==> config.mk <==
export PLATFORM = sky130hd
export DESIGN_NAME = harness_serdes_ctrl
export DESIGN_NICKNAME = d
export VERILOG_FILES = /design/src/rtl/harness_pkg.sv /design/src/rtl/harness_lane_parity.sv /design/src/rtl/harness_serdes_ctrl.sv
export SDC_FILE = /design/constraint.sdc
export NUM_CORES = 2
export LEC_CHECK = 0
export CAP_MARGIN = 20
export CELL_PAD_IN_SITES_DETAIL_PLACEMENT = 0
export CELL_PAD_IN_SITES_GLOBAL_PLACEMENT = 1
export CORE_AREA = 2 2 489 491
export DETAILED_ROUTE_END_ITERATION = 8
export DIE_AREA = 0 0 491 493
export GPL_ROUTABILITY_DRIVEN = 0
export PLACE_DENSITY_LB_ADDON = 0.1
export SLEW_MARGIN = 20
export SYNTH_ARGS = -nofsm -noshare
export SYNTH_HDL_FRONTEND = slang
export SYNTH_SLANG_ARGS = --single-unit
==> constraint.sdc <==
create_clock -name clk -period 3.15 [get_ports clk]
set_input_delay 0.945 -clock clk [delete_from_list [all_inputs] [get_ports clk]]
set_output_delay 0.945 -clock clk [all_outputs]
set_load 0.02 [all_outputs]
==> src/rtl/harness_pkg.sv <==
// Shared helpers and output-FSM encoding for the harness serdes controller.
package harness_pkg;

    typedef enum logic {
        IDLE  = 1'b0,
        SHIFT = 1'b1
    } out_state_e;

    // Smallest r such that 2**r >= v.
    function automatic int unsigned clog2(input int unsigned v);
        int unsigned r;
        int unsigned p;
        r = 0;
        p = 1;
        while (p < v) begin
            p = p << 1;
            r = r + 1;
        end
        return r;
    endfunction

    function automatic int unsigned ceil_div(input int unsigned a, input int unsigned b);
        return (a + b - 1) / b;
    endfunction

endpackage

==> src/rtl/harness_lane_parity.sv <==
// Per-lane running XOR accumulator; clear and reset take priority over accumulate.
module harness_lane_parity #(
    parameter int unsigned LANES = 1
) (
    input  logic             clk,
    input  logic             rst,
    input  logic             clear_i,
    input  logic             en_i,
    input  logic [LANES-1:0] bits_i,
    output logic [LANES-1:0] parity_o
);

    logic [LANES-1:0] acc_q;

    always_ff @(posedge clk) begin
        if (rst || clear_i) begin
            acc_q <= '0;
        end else if (en_i) begin
            acc_q <= acc_q ^ bits_i;
        end
    end

    assign parity_o = acc_q;

endmodule

==> src/rtl/harness_serdes_ctrl.sv <==
// Multi-lane deserialiser/serialiser between FPGA test pins and a wide-port core.
// Define HARNESS_PARITY_EN to add a trailing per-lane even-parity beat to every frame.
module harness_serdes_ctrl
    import harness_pkg::*;
#(
    parameter int unsigned IN_WIDTH  = 412,
    parameter int unsigned OUT_WIDTH = 819,
    parameter int unsigned LANES     = 1
) (
    input  logic                 clk,
    input  logic                 rst,
    input  logic [LANES-1:0]     test_i,
    input  logic                 test_valid_i,
    output logic [IN_WIDTH-1:0]  word_o,
    output logic                 word_o_valid,
    input  logic [OUT_WIDTH-1:0] word_i,
    input  logic                 word_i_valid,
    output logic                 word_i_ready,
    output logic [LANES-1:0]     test_o,
    output logic                 test_frame_o,
    output logic                 err_o
);

    localparam int unsigned IN_BEATS  = ceil_div(IN_WIDTH, LANES);
    localparam int unsigned OUT_BEATS = ceil_div(OUT_WIDTH, LANES);
    localparam int unsigned IN_PAD    = IN_BEATS * LANES;
    localparam int unsigned OUT_PAD   = OUT_BEATS * LANES;
    localparam int unsigned IN_CW     = clog2(IN_BEATS + 1);
    localparam int unsigned OUT_CW    = clog2(OUT_BEATS + 1);
    localparam int unsigned OUT_ALIGN = OUT_PAD - OUT_WIDTH;
`ifdef HARNESS_PARITY_EN
    localparam int unsigned PAR_BEATS = 1;
`else
    localparam int unsigned PAR_BEATS = 0;
`endif
    localparam logic [IN_CW-1:0]  IN_LAST       = IN_CW'(IN_BEATS + PAR_BEATS - 1);
    localparam logic [OUT_CW-1:0] OUT_LAST      = OUT_CW'(OUT_BEATS + PAR_BEATS - 1);
    localparam logic [OUT_CW-1:0] OUT_DATA_LAST = OUT_CW'(OUT_BEATS - 1);

    // Input path state
    logic [IN_PAD-1:0]    in_shreg_q, in_shreg_d, in_shifted_c;
    logic [IN_CW-1:0]     in_cnt_q, in_cnt_d;
    logic [IN_WIDTH-1:0]  word_q, word_d;
    logic                 word_valid_q, word_valid_d;

    // Output path state
    out_state_e           state_q, state_d;
    logic [OUT_PAD-1:0]   out_shreg_q, out_shreg_d, out_shifted_c, out_load_c;
    logic [OUT_CW-1:0]    out_cnt_q, out_cnt_d;
    logic [LANES-1:0]     test_o_q, test_o_d;
    logic                 frame_q, frame_d;
    logic                 ready_q, ready_d;

`ifdef HARNESS_PARITY_EN
    logic                 err_q, err_d;
    logic                 in_par_en_c, in_par_clr_c;
    logic [LANES-1:0]     in_par_c;
    logic                 out_par_en_c, out_par_clr_c;
    logic [LANES-1:0]     out_par_c;

    harness_lane_parity #(.LANES(LANES)) u_in_parity (
        .clk      (clk),
        .rst      (rst),
        .clear_i  (in_par_clr_c),
        .en_i     (in_par_en_c),
        .bits_i   (test_i),
        .parity_o (in_par_c)
    );

    // Outgoing parity follows the beats as they appear on test_o.
    assign out_par_en_c  = (state_q == SHIFT) && (out_cnt_q != OUT_LAST);
    assign out_par_clr_c = (state_q == SHIFT) && (out_cnt_q == OUT_LAST);

    harness_lane_parity #(.LANES(LANES)) u_out_parity (
        .clk      (clk),
        .rst      (rst),
        .clear_i  (out_par_clr_c),
        .en_i     (out_par_en_c),
        .bits_i   (test_o_q),
        .parity_o (out_par_c)
    );

    always_ff @(posedge clk) begin
        if (rst) begin
            err_q <= 1'b0;
        end else begin
            err_q <= err_d;
        end
    end

    assign err_o = err_q;
`else
    assign err_o = 1'b0;
`endif

    // Input deserialiser: counter-driven, word_o only changes at frame end.
    always_comb begin
        in_shreg_d   = in_shreg_q;
        in_cnt_d     = in_cnt_q;
        word_d       = word_q;
        word_valid_d = 1'b0;
        in_shifted_c = (in_shreg_q << LANES) | IN_PAD'(test_i);
`ifdef HARNESS_PARITY_EN
        err_d        = err_q;
        in_par_en_c  = 1'b0;
        in_par_clr_c = 1'b0;
        if (test_valid_i) begin
            if (in_cnt_q == IN_LAST) begin
                word_d       = in_shreg_q[IN_WIDTH-1:0];
                in_cnt_d     = '0;
                in_par_clr_c = 1'b1;
                if (test_i != in_par_c) begin
                    err_d = 1'b1;
                end else begin
                    word_valid_d = 1'b1;
                end
            end else begin
                in_shreg_d  = in_shifted_c;
                in_cnt_d    = in_cnt_q + 1'b1;
                in_par_en_c = 1'b1;
            end
        end
`else
        if (test_valid_i) begin
            in_shreg_d = in_shifted_c;
            if (in_cnt_q == IN_LAST) begin
                word_d       = in_shifted_c[IN_WIDTH-1:0];
                in_cnt_d     = '0;
                word_valid_d = 1'b1;
            end else begin
                in_cnt_d = in_cnt_q + 1'b1;
            end
        end
`endif
    end

    always_ff @(posedge clk) begin
        if (rst) begin
            in_shreg_q   <= '0;
            in_cnt_q     <= '0;
            word_q       <= '0;
            word_valid_q <= 1'b0;
        end else begin
            in_shreg_q   <= in_shreg_d;
            in_cnt_q     <= in_cnt_d;
            word_q       <= word_d;
            word_valid_q <= word_valid_d;
        end
    end

    // Output serialiser FSM: outputs are registered one beat ahead of the shift.
    assign out_load_c    = OUT_PAD'(word_i) << OUT_ALIGN;
    assign out_shifted_c = out_shreg_q << LANES;

    always_comb begin
        state_d     = state_q;
        out_shreg_d = out_shreg_q;
        out_cnt_d   = out_cnt_q;
        test_o_d    = '0;
        frame_d     = 1'b0;
        ready_d     = 1'b0;
        case (state_q)
            IDLE: begin
                ready_d = 1'b1;
                if (word_i_valid) begin
                    state_d     = SHIFT;
                    out_shreg_d = out_load_c;
                    out_cnt_d   = '0;
                    test_o_d    = out_load_c[OUT_PAD-1 -: LANES];
                    frame_d     = 1'b1;
                    ready_d     = 1'b0;
                end
            end
            SHIFT: begin
                if (out_cnt_q == OUT_LAST) begin
                    state_d = IDLE;
                    ready_d = 1'b1;
                end else begin
                    out_shreg_d = out_shifted_c;
                    out_cnt_d   = out_cnt_q + 1'b1;
                    test_o_d    = out_shifted_c[OUT_PAD-1 -: LANES];
                    frame_d     = 1'b1;
`ifdef HARNESS_PARITY_EN
                    if (out_cnt_q == OUT_DATA_LAST) begin
                        test_o_d = test_o_q ^ out_par_c;
                    end
`else
                    if (out_cnt_q == OUT_DATA_LAST) begin
                        test_o_d = '0;
                    end
`endif
                end
            end
            default: begin
                state_d = IDLE;
            end
        endcase
    end

    always_ff @(posedge clk) begin
        if (rst) begin
            state_q <= IDLE;
        end else begin
            state_q <= state_d;
        end
    end

    always_ff @(posedge clk) begin
        if (rst) begin
            out_shreg_q <= '0;
            out_cnt_q   <= '0;
            test_o_q    <= '0;
            frame_q     <= 1'b0;
            ready_q     <= 1'b1;
        end else begin
            out_shreg_q <= out_shreg_d;
            out_cnt_q   <= out_cnt_d;
            test_o_q    <= test_o_d;
            frame_q     <= frame_d;
            ready_q     <= ready_d;
        end
    end

    assign word_o       = word_q;
    assign word_o_valid = word_valid_q;
    assign word_i_ready = ready_q;
    assign test_o       = test_o_q;
    assign test_frame_o = frame_q;

endmodule

==> flow_results.org <==
** Clock tree
- Clock latency on the worst-skew pair, taken at its later pin, is approximately 0.83 ns.
- Buffers inserted to repair hold after CTS numbered 0.
- The longest clock path from root to sink contains 3 buffers.
- Number of buffers inserted by post-CTS setup repair :: 0
- The clock tree synthesis step divided the H-tree into 4 levels.
- TritonCTS clock tree :: yes
- Inserted Clock Buffers :: approximately 200
- Clk sink count :: roughly 1,700
- CTS root buffer :: sky130_fd_sc_hd__clkbuf_16
- Gates resized during post-CTS repair numbered 0.
- Clock input transition at the sequential cells of the worst setup and hold paths :: approximately 0.060 ns

** Die
- The die covers between 0.2 and 0.25 mm2.
- Effective utilization at floorplan :: a little over a quarter
- The die is just under 500 um wide.
- DIE HEIGHT :: between 400 and 500 um
- between 1,000 and 1,500 I/O pins were placed.
- Row generation in the floorplan step produced ~180 rows.
- Core footprint :: approximately 0.24 mm2

** Placement
- # placed instances :: about 9,100
- HPWL reported at the end of detailed placement :: 160 mm
- Setup Slack @ Placement :: between 0.2 and 0.25 ns
- Number of port buffers :: between 1,000 and 1,500

** Cells and area
- The library cells used most frequently in the layout, excluding fill and tap cells, are sky130_fd_sc_hd__dfxtp_1 (1,663), sky130_fd_sc_hd__clkdlybuf4s50_1 (1,237), sky130_fd_sc_hd__mux2i_1 (1,229), sky130_fd_sc_hd__o2bb2ai_1 (608), sky130_fd_sc_hd__nor2_1 (424).
- Counting the fill cells in the layout gives roughly 23,000.
- The multi-input combinational cells in the finished layout cover a total of around 0.027 mm2.
- Finished Layout Cells :: about 9,500
- Final net count :: about 7,000
- Storage element area :: 0.0333 mm2
- Compared with the post-synthesis result, the final layout area differs by 35.8%.
- Cells with a size suffix above 1 make up 10.1% of the layout.
- Commonest non-fill, non-tap cell in the layout :: sky130_fd_sc_hd__dfxtp_1

** Timing
- Slack of the critical path :: 0.220 ns
- For the finished layout, the period the worst path requires is just under 3 ns.
- Total negative slack for setup checks :: 0 ns
- Setup violations remaining at the end of the flow were counted as 0.
- Based on the critical path, the design can be clocked at up to about 340 MHz.
- Share of the clock period used by the worst path :: between 90 and 100%
- Min Hold Slack :: approximately 0.35 ns
- Max Slew Vio Count :: 0
- For the final database, setup skew stands at between 0.06 and 0.07 ns.
- Setup repair after global routing left no endpoint under its margin.
- Final Hold Violating Endpoints :: 0
- Worst-case headroom to the max-slew limit :: between 30 and 40%
- For the pin with the worst max-slew slack, the measured transition is 0.986 ns.

** Synthesis
- Largest family of logic cells by synthesized area :: multiplexers
- After synthesis, the mean cell area works out to ~12 um2.
- Area share of fa/ha/maj cells after synthesis :: less than 1%
- Synthesis handed over a netlist of slightly above 5,000 instances.
- XOR/XNOR share of the synthesized area :: 0.155%
- The cell area that synthesis handed to floorplanning was slightly above 0.06 mm2.
- After synthesis, the share of flip-flops with an asynchronous set or reset is 0%.
- Cells taking the most area after synthesis :: sky130_fd_sc_hd__dfxtp_1 (53%), sky130_fd_sc_hd__mux2i_1 (20%), sky130_fd_sc_hd__o2bb2ai_1 (8.6%)
- Summing the areas of all and, or, nand and nor instances in the mapped netlist gives about 3% of the synthesized area.
- Fraction of the yosys area taken by sequential cells :: a little over half
- Largest area contributor in the synthesized netlist :: sky130_fd_sc_hd__dfxtp_1
- Number of warnings reported in the yosys synthesis log :: 0
- Portion of synthesized cell area occupied by the leading cell type :: between 50 and 60%
- Proportion of synthesized area in mux cells :: 19.8%
- After synthesis the netlist holds a flip-flop and latch count of 1,664.
- Counting flops with a built-in enable in the synthesized netlist gives 0.
- When the netlist entered floorplanning its net count stood at between 5,000 and 6,000.
- Count of different cell masters after synthesis :: 43
- Most frequently used flop master after synthesis :: sky130_fd_sc_hd__dfxtp_1
- Summing the areas of all compound-gate instances in the mapped netlist gives 19.6% of the synthesized area.

** Worst setup path
- The worst setup path is launched from a flip-flop.
- Critical path, cell by cell :: clkdlybuf4s50_1
- Largest incremental delay on the critical path :: around 0.67 ns
- Among all stages on the critical path, the largest delay is contributed by sky130_fd_sc_hd__clkdlybuf4s50_1.
- Counting both buffers and inverters, the worst setup path holds a total of 1.
- Family with the most delay on the worst path :: buffers and inverters
- In this run the worst path has a maximum fanout of 9.
- Data on the critical path is required at its endpoint by between 2 and 2.5 ns.
- Worst setup path category :: flip-flop to output pin
- The worst setup path is captured at an output pin.
- At the worst endpoint, the arrival time is slightly below 2 ns.

** GRT
- Antenna violations before repair :: 140
- Wire length of the first global-routing pass :: between 300 and 400 mm
- Summed over all layers, the global routing overflow is 0.
- Pin count of the biggest net entering global routing :: between 150 and 200
- Aggregate global-route resource usage :: 17.7%
- The via count of the first global-routing pass is between 40,000 and 50,000.

** Run
- Across the run, the number of max-cap violations was 0.

** Power and ir drop
- Power, Total :: 0.0495 W
- In this run the static leakage power is between 30 and 40 nW.
- Ratio of total power to cell area :: 586 mW/mm2
- Highest ir drop seen on vdd :: between 0.0005 and 0.0006 V

** Detailed routing
- After detailed routing, the average wire length per cell comes to approximately 24 um.
- The pre-antenna-repair detailed-routing pass consisted of 5 iterations.
- Total Wirelength :: roughly 220 mm
- Via count of the routed design :: 44,300
- After detailed routing, the number of remaining DRC violations is 0.
- The first routing iteration left between 2,000 and 2,500 violations.
- Count of nets left with antenna violations after detail routing :: 0
- Via/cell ratio :: 4.64

** Status
- The flow ran to the end, and the final reports show no timing, DRC or antenna violations.

** Hold path
- Hold Path Class :: input pin to flip-flop
-- stage by stage --
stage	util (%)	cell area (um2)
after floorplan	-	62300
after global placement	32.9	77900
after detailed placement	32.9	77900
after CTS	35.6	84500
after global routing	35.7	84500
final	35.7	84600
-- cells by family after synthesis --
family | after synthesis
AOI/OAI and AO/OA | 1248
xor gates and xnor gates | 11
adders and majority gates | 3
buffers and inverters | 465
DFF | 1664
muxes | 1229
other | 1
and+or+nand+nor | 464
-- final cells by class --
class | instances | area share, %
flip-flops and latches | 1664 | 39.4
clock inverters | 53 | 0.800
clock buffers | 306 | 6.96
inverters | 5 | 0.0222
multi-input cells | 2956 | 31.4
well taps | 3167 | 4.69
repair buffers | 1351 | 16.6
diodes | 43 | 0.127
-- where the power goes --
group | switching, W | total, W | internal [W]
logic | 0.00199 | 0.00418 | 0.00220
registers | 0.000516 | 0.0224 | 0.0219
clock network | 0.00954 | 0.0230 | 0.0134
total | 0.0120 | 0.0495 | 0.0375
-- path summary, 6_finish.rpt --
check / startpoint / end / slack (ns) / cells after the start
max: test_frame_o / test_frame_o / 0.22 / 1
min: rst / out_cnt_q[0] / 0.35 / 2
min reg2reg: out_shreg_q[161] / out_shreg_q[161] / 0.46 / 1
max reg2reg: out_cnt_q[0] / out_shreg_q[275] / 0.74 / 8
-- routing by layer --
metal,wire length [um],global-route usage [%],vias up
met4,6060,5.09,76
met5,488,0,-
met3,17800,6.77,457
met2,108000,29.7,1183
li1,-,-,21300
met1,92200,21.0,21300
-- flip-flops by register name, summed over array words and instances (netlist names) --
name          cells
out_shreg_q     818
in_cnt_q          9
word_o_valid      1
out_cnt_q        10
word_i_ready      1
test_o            1
word_o          412
test_frame_o      1
in_shreg_q      411
-- cells in the mapped netlist, types with 4 or more instances --
library cell and n:
sky130_fd_sc_hd__nor2_1 425, sky130_fd_sc_hd__o2bb2ai_1 608, sky130_fd_sc_hd__buf_2 212, sky130_fd_sc_hd__nand3_1 6
sky130_fd_sc_hd__xor2_1 9, sky130_fd_sc_hd__inv_1 5, sky130_fd_sc_hd__buf_1 24, sky130_fd_sc_hd__mux2i_1 1229
sky130_fd_sc_hd__nand2_1 6, sky130_fd_sc_hd__nand4_1 5, sky130_fd_sc_hd__dfxtp_1 1664, sky130_fd_sc_hd__buf_8 23
sky130_fd_sc_hd__buf_4 23, sky130_fd_sc_hd__a22o_1 416, sky130_fd_sc_hd__o2bb2ai_2 210, sky130_fd_sc_hd__and4_1 4
sky130_fd_sc_hd__buf_6 11, sky130_fd_sc_hd__clkbuf_1 167
No activity file was read; power rests on OpenSTA's default activity.
